**src/rtl/ones_counter_pipe.sv**
```systemverilog
// -----------------------------------------------------------------------------
// ones_counter_pipe
//
// Purpose:
//   Counts the set bits of each valid input word and presents the result with
//   a latency of PIPE_STAGES cycles (1 or 2). It can also add each count into
//   a running accumulator that has a sticky overflow flag and a threshold
//   compare. The mode and clear inputs travel through the pipeline with their
//   word. A clear with no valid word still travels as a clear-only token.
//
// Build option:
//   ONES_CNT_SAT_EN  When defined, the accumulator saturates at 2^ACC_W-1
//                    instead of wrapping. acc_ovf_o sets on the first add
//                    that would exceed the maximum.
//
// Parameters:
//   DATA_W       input word width (2..64)
//   ACC_W        accumulator width (>= CNT_W)
//   PIPE_STAGES  popcount latency, 1 or 2
//   CNT_W        derived count width, $clog2(DATA_W+1)
//
// Ports:
//   clk_i          clock, rising edge
//   rst_ni         asynchronous active-low reset
//   data_i         word to count
//   in_valid_i     data qualifier
//   mode_i         0 = per-word count only, 1 = also accumulate
//   clear_i        zero the accumulator and the overflow flag
//   thresh_i       threshold for thresh_hit_o
//   count_o        popcount of the word leaving the pipeline (held when idle)
//   count_valid_o  one pulse per accepted word
//   acc_o          running accumulated total
//   acc_ovf_o      sticky accumulator overflow
//   thresh_hit_o   acc_o >= thresh_i (combinational from registered acc)
// -----------------------------------------------------------------------------
module ones_counter_pipe #(
   parameter  int DATA_W      = 8,
   parameter  int ACC_W       = 16,
   parameter  int PIPE_STAGES = 1,
   localparam int CNT_W       = $clog2(DATA_W + 1)
) (
   input  logic              clk_i,
   input  logic              rst_ni,
   input  logic [DATA_W-1:0] data_i,
   input  logic              in_valid_i,
   input  logic              mode_i,
   input  logic              clear_i,
   input  logic [ACC_W-1:0]  thresh_i,
   output logic [CNT_W-1:0]  count_o,
   output logic              count_valid_o,
   output logic [ACC_W-1:0]  acc_o,
   output logic              acc_ovf_o,
   output logic              thresh_hit_o
);

   // Lower half gets the extra bit when DATA_W is odd.
   localparam int HI_W = DATA_W / 2;
   localparam logic [DATA_W-1:0] LO_MASK = {DATA_W{1'b1}} >> HI_W;

   // Illegal configurations are rejected when the design is elaborated.
   generate
      if (PIPE_STAGES != 1 && PIPE_STAGES != 2) begin : g_bad_pipe
         $error("ones_counter_pipe: PIPE_STAGES must be 1 or 2");
      end
      if (DATA_W < 2 || DATA_W > 64) begin : g_bad_data_w
         $error("ones_counter_pipe: DATA_W must be in 2..64");
      end
      if (ACC_W < CNT_W) begin : g_bad_acc_w
         $error("ones_counter_pipe: ACC_W must be >= CNT_W");
      end
   endgenerate

   function automatic logic [CNT_W-1:0] popcnt(input logic [DATA_W-1:0] w);
      logic [CNT_W-1:0] c;
      c = '0;
      for (int i = 0; i < DATA_W; i++) begin
         c = c + CNT_W'(w[i]);
      end
      return c;
   endfunction

   // Token that reaches the output stage on the next rising edge.
   logic             tok_valid;
   logic             tok_mode;
   logic             tok_clear;
   logic [CNT_W-1:0] tok_cnt;

   generate
      if (PIPE_STAGES == 2) begin : g_pipe2
         logic [CNT_W-1:0] lo_cnt_q;
         logic [CNT_W-1:0] hi_cnt_q;
         logic             s1_valid_q;
         logic             s1_mode_q;
         logic             s1_clear_q;

         // The stage-1 valid bit is always written, so a reset drops any
         // word that is in flight. The half counts only need updating when
         // a word is present.
         always_ff @(posedge clk_i or negedge rst_ni) begin
            if (!rst_ni) begin
               lo_cnt_q   <= '0;
               hi_cnt_q   <= '0;
               s1_valid_q <= 1'b0;
               s1_mode_q  <= 1'b0;
               s1_clear_q <= 1'b0;
            end else begin
               s1_valid_q <= in_valid_i;
               s1_mode_q  <= mode_i;
               s1_clear_q <= clear_i;
               if (in_valid_i) begin
                  lo_cnt_q <= popcnt(data_i & LO_MASK);
                  hi_cnt_q <= popcnt(data_i & ~LO_MASK);
               end
            end
         end

         // Both halves together never exceed DATA_W, so CNT_W bits hold the sum.
         assign tok_valid = s1_valid_q;
         assign tok_mode  = s1_mode_q;
         assign tok_clear = s1_clear_q;
         assign tok_cnt   = lo_cnt_q + hi_cnt_q;
      end else begin : g_pipe1
         assign tok_valid = in_valid_i;
         assign tok_mode  = mode_i;
         assign tok_clear = clear_i;
         assign tok_cnt   = popcnt(data_i);
      end
   endgenerate

   // Output stage.
   logic [CNT_W-1:0] count_q,       count_d;
   logic             count_valid_q, count_valid_d;
   logic [ACC_W-1:0] acc_q,         acc_d;
   logic             acc_ovf_q,     acc_ovf_d;

   logic [ACC_W-1:0] cnt_ext;
   logic [ACC_W:0]   acc_sum;

   assign cnt_ext = ACC_W'(tok_cnt);
   // The extra top bit of the sum is the carry out of the accumulator.
   assign acc_sum = {1'b0, acc_q} + {1'b0, cnt_ext};

   always_comb begin
      count_d       = count_q;
      count_valid_d = tok_valid;
      acc_d         = acc_q;
      acc_ovf_d     = acc_ovf_q;

      if (tok_valid) begin
         count_d = tok_cnt;
      end

      if (tok_clear) begin
         // Clear-then-add: the word carrying the clear still counts.
         // Because ACC_W >= CNT_W, this add cannot overflow.
         acc_ovf_d = 1'b0;
         if (tok_valid && tok_mode) begin
            acc_d = cnt_ext;
         end else begin
            acc_d = '0;
         end
      end else if (tok_valid && tok_mode) begin
`ifdef ONES_CNT_SAT_EN
         if (acc_sum[ACC_W]) begin
            acc_d     = '1;
            acc_ovf_d = 1'b1;
         end else begin
            acc_d = acc_sum[ACC_W-1:0];
         end
`else
         acc_d = acc_sum[ACC_W-1:0];
         if (acc_sum[ACC_W]) begin
            acc_ovf_d = 1'b1;
         end
`endif
      end
   end

   always_ff @(posedge clk_i or negedge rst_ni) begin
      if (!rst_ni) begin
         count_q       <= '0;
         count_valid_q <= 1'b0;
         acc_q         <= '0;
         acc_ovf_q     <= 1'b0;
      end else begin
         count_q       <= count_d;
         count_valid_q <= count_valid_d;
         acc_q         <= acc_d;
         acc_ovf_q     <= acc_ovf_d;
      end
   end

   assign count_o       = count_q;
   assign count_valid_o = count_valid_q;
   assign acc_o         = acc_q;
   assign acc_ovf_o     = acc_ovf_q;
   assign thresh_hit_o  = (acc_q >= thresh_i);

endmodule
```
**config.mk**
```make
export PLATFORM = sky130hd
export DESIGN_NAME = ones_counter_pipe
export DESIGN_NICKNAME = d
export VERILOG_FILES = /design/src/rtl/ones_counter_pipe.sv
export SDC_FILE = /design/constraint.sdc
export NUM_CORES = 1
export LEC_CHECK = 0
export ABC_AREA = 1
export CORE_MARGIN = 8
export CORE_UTILIZATION = 40
export CTS_BUF_LIST = sky130_fd_sc_hd__clkbuf_8
export DETAILED_ROUTE_END_ITERATION = 7
export GPL_TIMING_DRIVEN = 0
export PLACE_DENSITY = 0.74
export SYNTH_ARGS = -nofsm -noshare
export SYNTH_HDL_FRONTEND = slang
export SYNTH_SLANG_ARGS = --single-unit
```
**constraint.sdc**
```tcl
create_clock -name clk_i -period 5.3 [get_ports clk_i]
set_clock_uncertainty 0.1 [all_clocks]
set_input_delay 1.325 -clock clk_i [delete_from_list [all_inputs] [get_ports clk_i]]
set_output_delay 1.325 -clock clk_i [all_outputs]
set_load 0.02 [all_outputs]
```
==> impl_metrics.tcl <==
set metrics [dict create \
    status "completed" \
    start_util_pct 41.7 \
    nNetsFinal 389 \
    cp.required_ps 5400 \
    powerDensity_mw_per_mm2 220 \
    fin_setup_tns_ps 0 \
    use_met1_pct 15.5 \
    antenna_cells 0 \
    rows 25 \
    instances_no_fill 398 \
    finalPower_mw 0.584 \
    fmax_mhz 196 \
    hpwl_mm 3.86 \
    gr-usage-met3_pct 2.84 \
    syn-mean-instance-area_um2 7.14 \
    drc_errors 0 \
    die-area_mm2 0.00743 \
    die_w_um 86.2 \
    grt_max_degree 23 \
    cts_max_path_buffers 2 \
    synthesis.area_mm2 0.00197 \
    place_inst 394 \
    wl_per_cell_um 11.9 \
    routed_wl_mm 4.74 \
    drt_iter0_markers 85 \
    drive_above_1_share_pct 7.85 \
    yosysWarningCount 0 \
    hp-class "reg2reg" \
    grt.busiest_layer "met2" \
    coreArea_mm2 0.00472 \
    vias 1837 \
    holdWs_ps 425 \
    slew-limit-headroom_pct 35.0 \
    cp-start-kind "input port" \
    cts-root-buf "clkbuf_8" \
    io_pins 52 \
    final_common_cell "nand2_1" \
    postCtsSetupRepairBufs 0 \
    postRouteAntennaNets 0 \
    postSynthCellCount 276 \
    cp-end-kind "register" \
    numCtsBuffers 3 \
    worst-setup-path-type "in2reg" \
    setup_viol 0 \
    ys_ff_latch 22 \
    yosysUniqueCellTypes 31 \
    hold_viol_final 0 \
    worst_slew_pin_slew_ps 972 \
    drtPass1Iterations 4 \
    peakVddDrop_v 0.000173 \
    clock_sinks 22 \
    grt_pass1_wl_mm 8.01 \
    gp_congestion 0.861 \
    final_cell_mix "nand2_1 (66), inv_1 (54), clkdlybuf4s50_1 (51)" \
    mappedNetlistNets 333 \
    grt_pass1_vias 1826 \
    fin_crit_ps 5110 \
    fillers 446 \
    via_per_inst 4.62 \
    arrival_ps 5200 \
    syn_to_final_growth_pct 34.6 \
    antenna_found_initial 0 \
    grt_overflow_total 0 \
    globalRouteTotalUtil_pct 13.1 \
    multi_input_area_mm2 0.00121 \
    h-tree-depth 1 \
    dieHeight_um 86.2 \
    max-cap-violations 0 \
    report.final.slew_viol_count 0 \
    fin_crit_sh_pct 96.4 \
    io_buffers 51 \
    cts_tree "yes" \
    final_core_util_pct 56.2 \
    path_clk_slew_ps 80 \
    use_met2_pct 23.7 \
    power.leakage_nw 1.32 \
    regArea_um2 551 \
    clk_latency_ps 260 \
    yosysSeqAreaShare_pct 27.9 \
    worstPathMaxFanout 5 \
]
-- synth_stat cells --
master | number | share of area [%]
fa_1 | 5 | 5.1
mux2_2 | 1 | 0.57
nand4_1 | 7 | 2.2
nand2_4 | 2 | 1.1
buf_6 | 1 | 0.57
inv_1 | 55 | 10
nor2_2 | 4 | 1.3
buf_2 | 1 | 0.25
nand2_1 | 66 | 13
o22ai_1 | 1 | 0.32
o21bai_1 | 2 | 0.76
and3_1 | 1 | 0.32
inv_6 | 1 | 0.44
ha_1 | 23 | 15
and2_1 | 1 | 0.32
nor2_4 | 1 | 0.57
a31oi_1 | 1 | 0.32
o21a_1 | 1 | 0.38
nand3_1 | 15 | 3.8
nand2_2 | 1 | 0.32
a21boi_2 | 1 | 0.57
dfrtp_1 | 22 | 28
nand3_2 | 2 | 1.0
o211ai_1 | 1 | 0.38
o21ai_0 | 7 | 1.8
nor4_1 | 1 | 0.32
nor3_1 | 2 | 0.51
clkbuf_8 | 1 | 0.70
a21oi_1 | 14 | 3.6
xnor2_1 | 1 | 0.44
nor2_1 | 34 | 6.5
-- worst max-delay path: stages --
cell and delay (ps):
clkdlybuf4s50_1 440, fa_1 540, inv_1 50, fa_1 450, fa_1 500, inv_1 60, ha_2 180, fa_2 570
inv_1 90, fa_2 390, nor2_4 110, nor2_2 60, nor2_4 160, nand3_2 110, nand2_1 70, nand2_1 50
nor2_1 80
-- worst paths after layout --
check	startpoint	cells after the start	slack, ps	endpoint
worst min-delay path	acc_ovf_o	2	430	acc_ovf_o
min in group asynchronous	rst_ni	1	1500	acc_o[13]
worst max-delay path	data_i[0]	17	190	acc_o[10]
max in group asynchronous	rst_ni	1	3010	acc_o[0]
worst max register to register	acc_o[0]	10	3460	acc_o[10]
worst min register to register	acc_ovf_o	2	430	acc_ovf_o
-- per-layer routing --
metal / wire, µm / vias to the layer above
li1: - / 980
met1: 2110 / 825
met2: 2340 / 30
met3: 268 / 2
met4: 23 / 0
met5: 0 / -
-- timing repair --
item | CTS | global route
setup endpoints to repair | 0 | 14
gates resized for setup | 0 | 7
hold buffers | 0 | 0
-- area by class of cell --
class,count,area share (%)
Sequential cell,22,20.8
Clock buffer,4,2.08
Inverter,56,8.11
Multi-Input combinational cell,195,45.5
Timing Repair Buffer,51,19.2
Buffer,3,1.13
Tap cell,67,3.16
-- flip-flops by register name (all words and copies together) (netlist names) --
signal / flops
count_valid_o: 1
acc_ovf_o: 1
acc_o: 16
count_o: 4
-- metrics by stage --
step,setup WS (ps),area (µm²)
6_report,191,2650
5_1_grt,-0.632,2650
4_1_cts,59.9,2620
3_5_place_dp,-178,2560
3_3_place_gp,-108,2560
2_1_floorplan,512,1970
-- cells by family (layout without fill, tap and decap cells) --
kind of cell               after synthesis  in the layout  share of synthesized area (%)
DFF                                     22             22                           27.9
adders and majority gates               28             28                           19.7
AOI/OAI and AO/OA                       28             28                           8.06
muxes                                    1              1                          0.571
buffers and inverters                   59            114                           12.4
xor gates and xnor gates                 1              1                          0.445
and+or+nand+nor                        137            137                           30.9
-- report_power, final --
group,internal (mW),switching [mW]
clock,0.0661,0.0543
combinational,0.122,0.143
sequential,0.184,0.0137
total,0.372,0.211
No activity file was read; power rests on OpenSTA's default activity.
